--- src/rtl/seven_seg_pkg.sv ---
// Shared segment codes and sizing helpers for the multiplexed seven-segment drivers.
package seven_seg_pkg;

   localparam int MAX_DIGITS = 8;

   // Active-low cathode patterns, bit order G..A.
   localparam logic [6:0] SEG_0   = 7'h40;
   localparam logic [6:0] SEG_1   = 7'h79;
   localparam logic [6:0] SEG_2   = 7'h24;
   localparam logic [6:0] SEG_3   = 7'h30;
   localparam logic [6:0] SEG_4   = 7'h19;
   localparam logic [6:0] SEG_5   = 7'h12;
   localparam logic [6:0] SEG_6   = 7'h02;
   localparam logic [6:0] SEG_7   = 7'h78;
   localparam logic [6:0] SEG_8   = 7'h00;
   localparam logic [6:0] SEG_9   = 7'h10;
   localparam logic [6:0] SEG_A   = 7'h08;
   localparam logic [6:0] SEG_B   = 7'h03;
   localparam logic [6:0] SEG_C   = 7'h46;
   localparam logic [6:0] SEG_D   = 7'h21;
   localparam logic [6:0] SEG_E   = 7'h06;
   localparam logic [6:0] SEG_F   = 7'h0E;
   localparam logic [6:0] SEG_OFF = 7'h7F;

   localparam logic [MAX_DIGITS-1:0] ANODES_OFF = '1;

   function automatic int clog2(input int value);
      int result;
      result = 0;
      for (int i = 0; i < 31; i++) begin
         if ((1 << i) < value) result = i + 1;
      end
      return result;
   endfunction

endpackage

--- src/rtl/hex_to_seg.sv ---
// Combinational hex nibble to active-low seven-segment cathode decoder.
module hex_to_seg
   import seven_seg_pkg::*;
(
   input  logic [3:0] hex_i,
   output logic [6:0] seg_o
);

   always_comb begin
      // NOTE: default assigned first so every path drives seg_o and no latch is inferred.
      seg_o = SEG_OFF;
      case (hex_i)
         4'h0: seg_o = SEG_0;
         4'h1: seg_o = SEG_1;
         4'h2: seg_o = SEG_2;
         4'h3: seg_o = SEG_3;
         4'h4: seg_o = SEG_4;
         4'h5: seg_o = SEG_5;
         4'h6: seg_o = SEG_6;
         4'h7: seg_o = SEG_7;
         4'h8: seg_o = SEG_8;
         4'h9: seg_o = SEG_9;
         4'hA: seg_o = SEG_A;
         4'hB: seg_o = SEG_B;
         4'hC: seg_o = SEG_C;
         4'hD: seg_o = SEG_D;
         4'hE: seg_o = SEG_E;
         4'hF: seg_o = SEG_F;
      endcase
   end

endmodule

--- src/rtl/seven_seg_mux_n.sv ---
// N-digit multiplexed seven-segment driver with frame latching, blanking,
// leading-zero suppression, PWM brightness and a dead cycle between digits.
module seven_seg_mux_n
   import seven_seg_pkg::*;
#(
   parameter int NUM_DIGITS = 4,
   parameter int TICK_DIV   = 25000,
   parameter int PWM_BITS   = 3
) (
   input  logic                    clk,
   input  logic                    rst_n,
   input  logic                    en,
   input  logic [4*NUM_DIGITS-1:0] hex_in,
   input  logic [NUM_DIGITS-1:0]   dp_in,
   input  logic [NUM_DIGITS-1:0]   blank_in,
   input  logic                    lz_suppress,
   input  logic [PWM_BITS-1:0]     brightness,
   output logic [NUM_DIGITS-1:0]   anodes,
   output logic [6:0]              segs,
   output logic                    decimalPt,
   output logic                    frame_start
);

   localparam int PW = clog2(TICK_DIV);
   localparam int IW = clog2(NUM_DIGITS);
   localparam int LW = PW + PWM_BITS + 1;

   localparam logic [PW-1:0]         PRESC_LAST  = PW'(TICK_DIV - 1);
   localparam logic [IW-1:0]         IDX_LAST    = IW'(NUM_DIGITS - 1);
   localparam logic [LW-1:0]         TICK_DIV_W  = LW'(TICK_DIV);
   localparam logic [NUM_DIGITS-1:0] ANODES_IDLE = ANODES_OFF[NUM_DIGITS-1:0];

   typedef struct packed {
      logic [4*NUM_DIGITS-1:0] hex;
      logic [NUM_DIGITS-1:0]   dp;
      logic [NUM_DIGITS-1:0]   blank;
      logic                    lz;
   } snap_t;

   logic [PW-1:0]         presc_q, presc_d;
   logic [IW-1:0]         idx_q, idx_d;
   snap_t                 snap_q, snap_d;
   logic                  frame_start_q, frame_start_d;
   logic [NUM_DIGITS-1:0] anodes_q, anodes_d;
   logic [6:0]            segs_q, segs_d;
   logic                  dp_q, dp_d;

   logic                  tick, wrap;
   logic [LW-1:0]         on_limit, presc_w;
   logic                  in_window;
   logic [NUM_DIGITS-1:0] zeros_from;
   logic                  suppress;
   logic [3:0]            cur_hex;
   logic [6:0]            seg_code;

   // Slot sequencing; the frame snapshot is taken on the tick that returns to digit 0.
   always_comb begin
      tick          = (presc_q == PRESC_LAST);
      wrap          = tick && (idx_q == IDX_LAST);
      presc_d       = tick ? '0 : presc_q + PW'(1);
      idx_d         = idx_q;
      if (wrap)      idx_d = '0;
      else if (tick) idx_d = idx_q + IW'(1);
      snap_d        = snap_q;
      if (wrap) snap_d = '{hex: hex_in, dp: dp_in, blank: blank_in, lz: lz_suppress};
      frame_start_d = wrap;
   end

   assign on_limit  = ((LW'(brightness) + LW'(1)) * TICK_DIV_W) >> PWM_BITS;
   assign presc_w   = LW'(presc_q);
   assign in_window = (presc_w != '0) && (presc_w <= on_limit);

   always_comb begin
      logic all_zero;
      all_zero   = 1'b1;
      zeros_from = '0;
      for (int j = NUM_DIGITS - 1; j >= 0; j--) begin
         all_zero      = all_zero && (snap_q.hex[4*j +: 4] == 4'h0);
         zeros_from[j] = all_zero;
      end
   end

   assign suppress = snap_q.lz && (idx_q != '0) && zeros_from[idx_q];
   assign cur_hex  = snap_q.hex[4*idx_q +: 4];

   hex_to_seg u_dec (
      .hex_i (cur_hex),
      .seg_o (seg_code)
   );

   always_comb begin
      anodes_d = ANODES_IDLE;
      segs_d   = SEG_OFF;
      dp_d     = 1'b1;
      if (en && in_window && !snap_q.blank[idx_q] && !suppress) begin
         anodes_d = ANODES_IDLE & ~(NUM_DIGITS'(1) << idx_q);
         segs_d   = seg_code;
         dp_d     = ~snap_q.dp[idx_q];
      end
   end

   always_ff @(posedge clk or negedge rst_n) begin
      if (!rst_n) begin
         presc_q       <= '0;
         idx_q         <= '0;
         // NOTE: snapshot is reset so the first frame after reset shows the all-zero picture.
         snap_q        <= '0;
         frame_start_q <= 1'b0;
         anodes_q      <= ANODES_IDLE;
         segs_q        <= SEG_OFF;
         dp_q          <= 1'b1;
      end else begin
         // NOTE: non-blocking so every register samples pre-edge values of the others.
         presc_q       <= presc_d;
         idx_q         <= idx_d;
         snap_q        <= snap_d;
         frame_start_q <= frame_start_d;
         anodes_q      <= anodes_d;
         segs_q        <= segs_d;
         dp_q          <= dp_d;
      end
   end

   assign anodes      = anodes_q;
   assign segs        = segs_q;
   assign decimalPt   = dp_q;
   assign frame_start = frame_start_q;

endmodule

--- config.mk ---
export PLATFORM = sky130hd
export DESIGN_NAME = seven_seg_mux_n
export DESIGN_NICKNAME = d
export VERILOG_FILES = /design/src/rtl/seven_seg_pkg.sv /design/src/rtl/hex_to_seg.sv /design/src/rtl/seven_seg_mux_n.sv
export SDC_FILE = /design/constraint.sdc
export NUM_CORES = 1
export LEC_CHECK = 0
export CAP_MARGIN = 20
export CORE_MARGIN = 2
export CORE_UTILIZATION = 61
export CTS_CLUSTER_SIZE = 12
export DETAILED_ROUTE_END_ITERATION = 8
export PLACE_DENSITY = 0.95
export RECOVER_POWER = 50
export SETUP_SLACK_MARGIN = 0.1
export SKIP_LAST_GASP = 1
export SYNTH_ARGS = -nofsm -noshare
export SYNTH_HDL_FRONTEND = slang
export SYNTH_SLANG_ARGS = --single-unit
--- constraint.sdc ---
create_clock -name clk -period 3.5 [get_ports clk]
set_input_delay 0.35 -clock clk [delete_from_list [all_inputs] [get_ports clk]]
set_output_delay 0.35 -clock clk [all_outputs]
set_load 0.03 [all_outputs]
==> impl_metrics.ini <==
[status]
status = finished, violations left
violations = max-capacitance violations, max-slew violations, negative setup slack

[timing]
setup_violations = 12
relSlewSlack_pct = -20.5
setup_slack_ns = -0.432
max_freq_ghz = 0.254
tightestPinTransition_ns = 1.81
period_share_pct = 112
min_period_ns = 3.93
finalMaxSlewViolations = 36
finalClockSkew_ns = 0.0101
final_hold_viol_count = 0
grt_setup_unrepaired = true

[drt]
avgRoutedWirePerCell_um = 19.8
drt_first_pass_iters = 5
vias = 2978
drt-total-wl_mm = 9.47
ant_nets = 0
drc_errors = 0
viasPerCell = 6.23
drtIter0Drc = 221

[layout]
area_growth_pct = 29.2
layout.nets = 481
antenna_cells = 0
final_util_pct = 82.8
drive_above_1_share_pct = 29.1
layout.cells.non_filler = 478

[power_and_ir_drop]
netSwitchingFraction_pct = 29.4
seqPwrFrac_pct = 45.0
p_clk_share_pct = 24.4
p_comb_share_pct = 30.5
p_leak_nw = 2.09
powerDensity_nw_per_um2 = 323
peakVddDrop_v = 0.000304
p_int_mw = 1.06
power.switching_mw = 0.440

[clocking]
max-clock-path-buffers = 2
clkTransAtPathRegs_ns = 0.10
insertion_delay_ns = 0.31
root_buffer = clkbuf_8
numCtsBuffers = 5
clock-sinks = 55
tritoncts = yes
htreeDepth = 2

[yosys]
syn_area_um2 = 3590
syn-instance-count = 328
mappedNetlistNets = 404
ys_ff_latch = 55
synth_top_cell_area_share_pct = 30.0
synth_area_per_cell_um2 = 11.0
yosysSeqAreaShare_pct = 38.7
ys_warn_count = 0
yosysUniqueCellTypes = 45
synth.area.top_cells = dfrtp_1 (30%), ha_1 (16%), dfstp_2 (8.8%), mux2_4 (7.9%), xnor2_1 (3.9%)
yosysTopAreaCell = dfrtp_1

[floorplan]
io_pins = 44
dieArea_um2 = 6520
die_x_um = 80.7
initial_utilization_pct = 64.1
chipHeight_um = 80.7
num_rows = 27
design.core.area_um2 = 5610

[run]
maxCapViolCount = 1

[place]
dp.cells = 464
port_buffers = 43
dp_hpwl_mm = 6.49
gp_congestion = 0.878

[global_routing]
grt_overflow = 0
grt_max_degree = 51
first_global_vias = 3033
grt_usage_pct = 29.3
antenna_found_initial = 0
grt_pass1_wl_mm = 14.4

[min_path]
holdCritPathClass = reg -> reg

[setup_path]
cp_max_fo = 4
start_kind = input port
arrival_ns = 4.14
worstSetupPathType = in -> reg
setup.worst_path.end_class = flip-flop
required_ns = 3.70
[sequential cells by signal, indices dropped and copies added, names as in the netlist]
register     flops
snap_q          25
presc_q         15
segs             7
anodes           4
idx_q            2
decimalPt        1
frame_start      1
[synth_stat cells (all sizes together)]
cell    number
nand4        3
nor4         7
inv         16
a31o         1
or3          2
buf          6
mux2        26
a211oi       4
and4         1
or4          1
and3         4
and2         2
ha          45
xnor2       16
a31oi        1
nand2       24
mux4         4
nor2b        4
nor2        21
mux2i        5
a22oi        2
o21bai       2
nor3         6
o211ai       5
a21oi       13
o21ai       13
a21o         4
nand3       15
o32ai        1
clkbuf       2
dfstp       12
xor2        12
clkinv       1
o21a         1
o311ai       1
o22ai        1
dfrtp       43
nand3b       1
[layout by cell type, fill, tap and decap left out, drive strengths merged, types with 2 or more instances in the layout]
cell type / Yosys / final
nor2b: 4 / 4
o211ai: 5 / 5
a21o: 4 / 4
clkdlybuf4s50: 0 / 39
nor2: 21 / 21
buf: 6 / 34
and3: 4 / 4
mux2i: 5 / 5
nor3: 6 / 6
dfstp: 12 / 12
nand4: 3 / 3
or3: 2 / 2
nand3: 15 / 15
mux2: 26 / 26
and2: 2 / 2
mux4: 4 / 4
nor4: 7 / 7
clkinv: 1 / 2
nand2: 24 / 24
a21oi: 13 / 13
o21ai: 13 / 13
a22oi: 2 / 2
clkbuf: 2 / 11
ha: 45 / 45
xor2: 12 / 12
xnor2: 16 / 16
a211oi: 4 / 4
o21bai: 2 / 2
dfrtp: 43 / 43
inv: 16 / 15
[kinds of logic after synthesis]
family | count (synthesis) | share of synthesized area, %
and+or+nand+nor | 91 | 12.9
DFF | 55 | 38.7
AOI/OAI and AO/OA | 49 | 8.57
adders and majority gates | 45 | 15.7
muxes | 35 | 14.0
xor gates and xnor gates | 28 | 6.83
buffers and inverters | 25 | 3.24
[final timing paths]
path,startpoint,to,slack [ns],depth (start not counted)
worst max-delay path,brightness[0],segs[4],-0.43,22
worst min register to register,presc_q[0],presc_q[0],0.48,1
min in group asynchronous,rst_n,snap_q[15],0.68,2
max in group asynchronous,rst_n,presc_q[14],0.66,3
worst min-delay path,presc_q[0],presc_q[0],0.48,1
worst max register to register,idx_q[0],segs[4],0.97,8
[through the flow]
| step | setup TNS, ns | hold WS [ns] | power (mW) | setup slack [ns] | cell area, µm² |
|---|---|---|---|---|---|
| after floorplan | -1.52 | 0.0544 | 0.913 | -0.175 | 3680 |
| after global placement | -12.11 | 0.463 | 1.05 | -1.04 | 4350 |
| after detailed placement | -13.39 | 0.469 | 1.08 | -1.16 | 4350 |
| after CTS | -2.50 | 0.261 | 1.47 | -0.242 | 4550 |
| after global routing | -5.98 | 0.526 | 1.57 | -0.566 | 4640 |
| final | -4.34 | 0.483 | 1.50 | -0.432 | 4640 |
[power groups by stage]
stage | combinational, mW | clock (mW) | sequential, mW
2_1_floorplan | 0.219 | 0 | 0.694
3_3_place_gp | 0.370 | 0 | 0.684
3_5_place_dp | 0.393 | 0 | 0.685
4_1_cts | 0.419 | 0.373 | 0.674
5_1_grt | 0.490 | 0.405 | 0.677
6_report | 0.458 | 0.366 | 0.674
[layer usage]
metal	GRT usage (%)	part of all wire (%)	vias to the layer above
met2	50.4	52	162
met5	0	0	-
met3	7.00	7.0	43
met1	35.3	37	1454
met4	12.5	3.7	0
li1	-	-	1319
[repair_timing]
action,4_1_cts,5_1_grt
resized for setup,31,12
endpoints found under the hold margin,0,13
buffers inserted,1,3
endpoints found under the setup margin,12,12
pin swaps,12,12
hold buffers,0,1
[layout make-up]
cell class	instances	area, µm²
Tap cell	72	90.1
Timing Repair Buffer	78	687
Clock inverter	1	8.76
Multi-Input combinational cell	248	2310
Inverter	17	67.6
Sequential cell	55	1390
Fill cell	307	967
Clock buffer	7	86.3
[worst max-delay path: stages]
cell and delay [ns]:
buf_8 0.09, clkinvlp_4 0.12, ha_4 0.26, ha_4 0.16, xnor2_1 0.13, ha_2 0.17, a21o_1 0.18, ha_4 0.26
a31o_2 0.26, a21oi_2 0.17, o21ai_1 0.13, a21oi_1 0.16, nor2b_1 0.07, xnor2_1 0.13, ha_1 0.32, and3_1 0.16
nand3_1 0.10, o32ai_2 0.26, a21oi_1 0.13, a21oi_4 0.24, buf_6 0.13, o211ai_1 0.12
No activity file was read; power rests on OpenSTA's default activity.
==> RTL edit: new RTL, config.mk and constraints unchanged <==
Add an input register stage for `en`, `hex_in`, `dp_in`, `blank_in`, `lz_suppress` and `brightness`, with the module's reset; this delays them by one clock. Comments in the files are not updated.
--- a/src/rtl/seven_seg_mux_n.sv
+++ b/src/rtl/seven_seg_mux_n.sv
@@ -38,4 +38,29 @@
    } snap_t;
 
+   logic en_q;
+   logic [4*NUM_DIGITS-1:0] hex_q;
+   logic [NUM_DIGITS-1:0] dp_r;
+   logic [NUM_DIGITS-1:0] blank_q;
+   logic lz_suppress_q;
+   logic [PWM_BITS-1:0] brightness_q;
+
+   always_ff @(posedge clk or negedge rst_n) begin
+      if (!rst_n) begin
+         en_q          <= '0;
+         hex_q         <= '0;
+         dp_r          <= '0;
+         blank_q       <= '0;
+         lz_suppress_q <= '0;
+         brightness_q  <= '0;
+      end else begin
+         en_q          <= en;
+         hex_q         <= hex_in;
+         dp_r          <= dp_in;
+         blank_q       <= blank_in;
+         lz_suppress_q <= lz_suppress;
+         brightness_q  <= brightness;
+      end
+   end
+
    logic [PW-1:0]         presc_q, presc_d;
    logic [IW-1:0]         idx_q, idx_d;
@@ -63,9 +88,9 @@
       else if (tick) idx_d = idx_q + IW'(1);
       snap_d        = snap_q;
-      if (wrap) snap_d = '{hex: hex_in, dp: dp_in, blank: blank_in, lz: lz_suppress};
+      if (wrap) snap_d = '{hex: hex_q, dp: dp_r, blank: blank_q, lz: lz_suppress_q};
       frame_start_d = wrap;
    end
 
-   assign on_limit  = ((LW'(brightness) + LW'(1)) * TICK_DIV_W) >> PWM_BITS;
+   assign on_limit  = ((LW'(brightness_q) + LW'(1)) * TICK_DIV_W) >> PWM_BITS;
    assign presc_w   = LW'(presc_q);
    assign in_window = (presc_w != '0) && (presc_w <= on_limit);
@@ -93,5 +118,5 @@
       segs_d   = SEG_OFF;
       dp_d     = 1'b1;
-      if (en && in_window && !snap_q.blank[idx_q] && !suppress) begin
+      if (en_q && in_window && !snap_q.blank[idx_q] && !suppress) begin
          anodes_d = ANODES_IDLE & ~(NUM_DIGITS'(1) << idx_q);
          segs_d   = seg_code;
Check against the original RTL: not equivalent (a bounded check fails within 4 cycles, from zero or initial values and one cycle with rst_n low).
==> RTL edit against the original RTL <==
The flow finishes with violations (negative setup slack); first-iteration DRC count down 8.1%; synthesized cell count rose by 6.1%; synthesized area is 20% higher; sequential power up 50%; global-route usage shrank 0.55 points; routed wire length increased by 5.0%; largest cell class unchanged; setup slack better by 0.035 ns; sequential cell count rose by 29; maximum frequency up 0.90%; final area increased by 17%; combinational power is 16% lower; power up 45%.
==> RTL edit: results (changes against the original RTL) <==
- The post-route setup TNS was -4.37 ns (-0.0297 ns).
- Iteration-0 DRC count of the detailed router: 203 (-8.1%)
- The antenna violation net count after detailed routing was 0 (unchanged).
* Worst hold slack: 0.481 ns (-0.00211 ns)
* Global-route wire length before repair: 16300 µm (+13%)
- Netlist cell types: 44 (-2.2%)
- Worst-case setup margin in the final layout: -0.397 ns (+0.0351 ns)
- The critical path's largest stage delay is 0.46 ns (+0.14 ns).
* Critical path capture point: segs[3]$_DFF_PN1_
* # setup viols final: 12 (unchanged)
- Half-perimeter wire length of the detailed placement result: 6960 µm (+7.3%)
- Critical Path Slowest Stage Cell: sky130_fd_sc_hd__dfrtp_2
- Post-placement setup slack: -0.355 ns (+0.804 ns)
- Standby leakage power: 2.56 nW (+23%)
- Met2 wire length: 5010 µm (+1.9%)
* Overall fraction of global-route tracks in use: 0.288 (-0.00547)
* Sw Ratio: 0.266 (-0.0282)
- The sum of met3 wire segment lengths after detailed routing came to 565 µm (-15%).
- The flow ran to the end, but the final reports show violations.
- Number of cell instances on the worst register-to-register path: 19 (+11)
- Violations in the final reports: negative setup slack
- Cell count after synthesis: 348 (+6.1%)
- The post-route met1 wirelength came to 3850 µm (+8.9%).
- The measured slew at the worst slew-check pin is 1.43 ns (-0.378 ns).
* Sequential share of the synthesized area: 0.490 (+0.103)
- The average vias per placed instance is 5.84 (-6.2%).
- The clock latency of the later-clocked register in the worst-skew pair is 0.37 ns (+0.06 ns).
- The global routing met1 resource utilization is 0.332 (-0.0205).
- The arrival time at the worst endpoint is 4.17 ns (+0.03 ns).
- IR Drop Worst-Case VDD: 372 µV (+22%)
- The final design utilization came to 0.793 (-0.0343).
- Cell class contributing the biggest share of worst-path delay: adder cells
- Setup Skew: 0.00829 ns (-0.00177 ns)
* Reg-to-reg startpoint: brightness_q[1]$_DFF_PN0_
- # fillers: 384 (+25%)
* Cells taking the most area after synthesis: sky130_fd_sc_hd__dfrtp_1 42%, sky130_fd_sc_hd__ha_1 13%, sky130_fd_sc_hd__dfstp_2 7.3%
- Global routing met3 resource utilization: 0.0716 (+0.00163)
- Wirelength per Cell: 19.1 µm (-3.5%)
* Crit Path Max Fanout: 6 (+2)
- The met2 global-route usage is 0.488 (-0.0166).
- The final-stage net count is 495 (+2.9%).
- Critical path class: flop to flop
- The largest net degree at the start of global routing was 85 (+67%).
- Placed inst area: 5050 µm² (+16%)
- Sorting the synthesized cells by how often they occur yields 72 x sky130_fd_sc_hd__dfrtp_1, 45 x sky130_fd_sc_hd__ha_1, 21 x sky130_fd_sc_hd__inv_1.
- The detailed-route wire length came to 9940 µm (+5.0%).
- Number of nets produced by synthesis: 424 (+5.0%)
- Clock buffer count from CTS: 9 (+4)
- The worst register-to-register path ends at segs[3]$_DFF_PN1_.
## RTL edit: layout make-up
class	instances	area share
multi-input cells	234	0.415
clock inverters	7	0.0194
flip-flops and latches	84	0.391
inverters	21	0.0145
well taps	96	0.0222
repair buffers	69	0.115
clock buffers	9	0.0229
## RTL edit: worst min-delay path by stage
stage	startpoint	end	depth (start not counted)
after detailed placement	hex_q[1]$_DFF_PN0_	snap_q[10]$_DFFE_PN0P_	1
after global routing	hex_q[14]$_DFF_PN0_	snap_q[23]$_DFFE_PN0P_	1
after floorplan	rst_n	blank_q[0]$_DFF_PN0_	0
after CTS	rst_n	snap_q[15]$_DFFE_PN0P_	1
after global placement	hex_q[15]$_DFF_PN0_	snap_q[24]$_DFFE_PN0P_	1
final	hex_q[1]$_DFF_PN0_	snap_q[10]$_DFFE_PN0P_	1
## RTL edit: cell families (layout without fill, tap and decap cells)
group | after synthesis | after routing | share of synthesized area
flops | 84 | 84 | 0.490
simple gates | 83 | 83 | 0.104
compound gates | 48 | 48 | 0.0716
fa+ha+maj | 45 | 45 | 0.130
mux | 35 | 35 | 0.126
buf+inv | 30 | 106 | 0.0316
xor+xnor | 23 | 23 | 0.0466
## RTL edit: repair_timing
item | CTS | global route
gates cloned | 1 | 0
resized for setup | 17 | 5
pin swaps | 10 | 5
endpoints found under the hold margin | 0 | 15
setup endpoints to repair | 12 | 12
buffers inserted | 3 | 0
hold buffers | 0 | 1
## RTL edit: power by group through the flow
| stage | clock network [mW] | registers (mW) | logic [mW] |
|---|---|---|---|
| after detailed placement | 0 | 1.02 | 0.345 |
| after global routing | 0.846 | 1.01 | 0.425 |
| after CTS | 0.793 | 1.01 | 0.378 |
| after global placement | 0 | 1.02 | 0.325 |
| final | 0.784 | 1.01 | 0.383 |
| after floorplan | 0 | 1.03 | 0.189 |
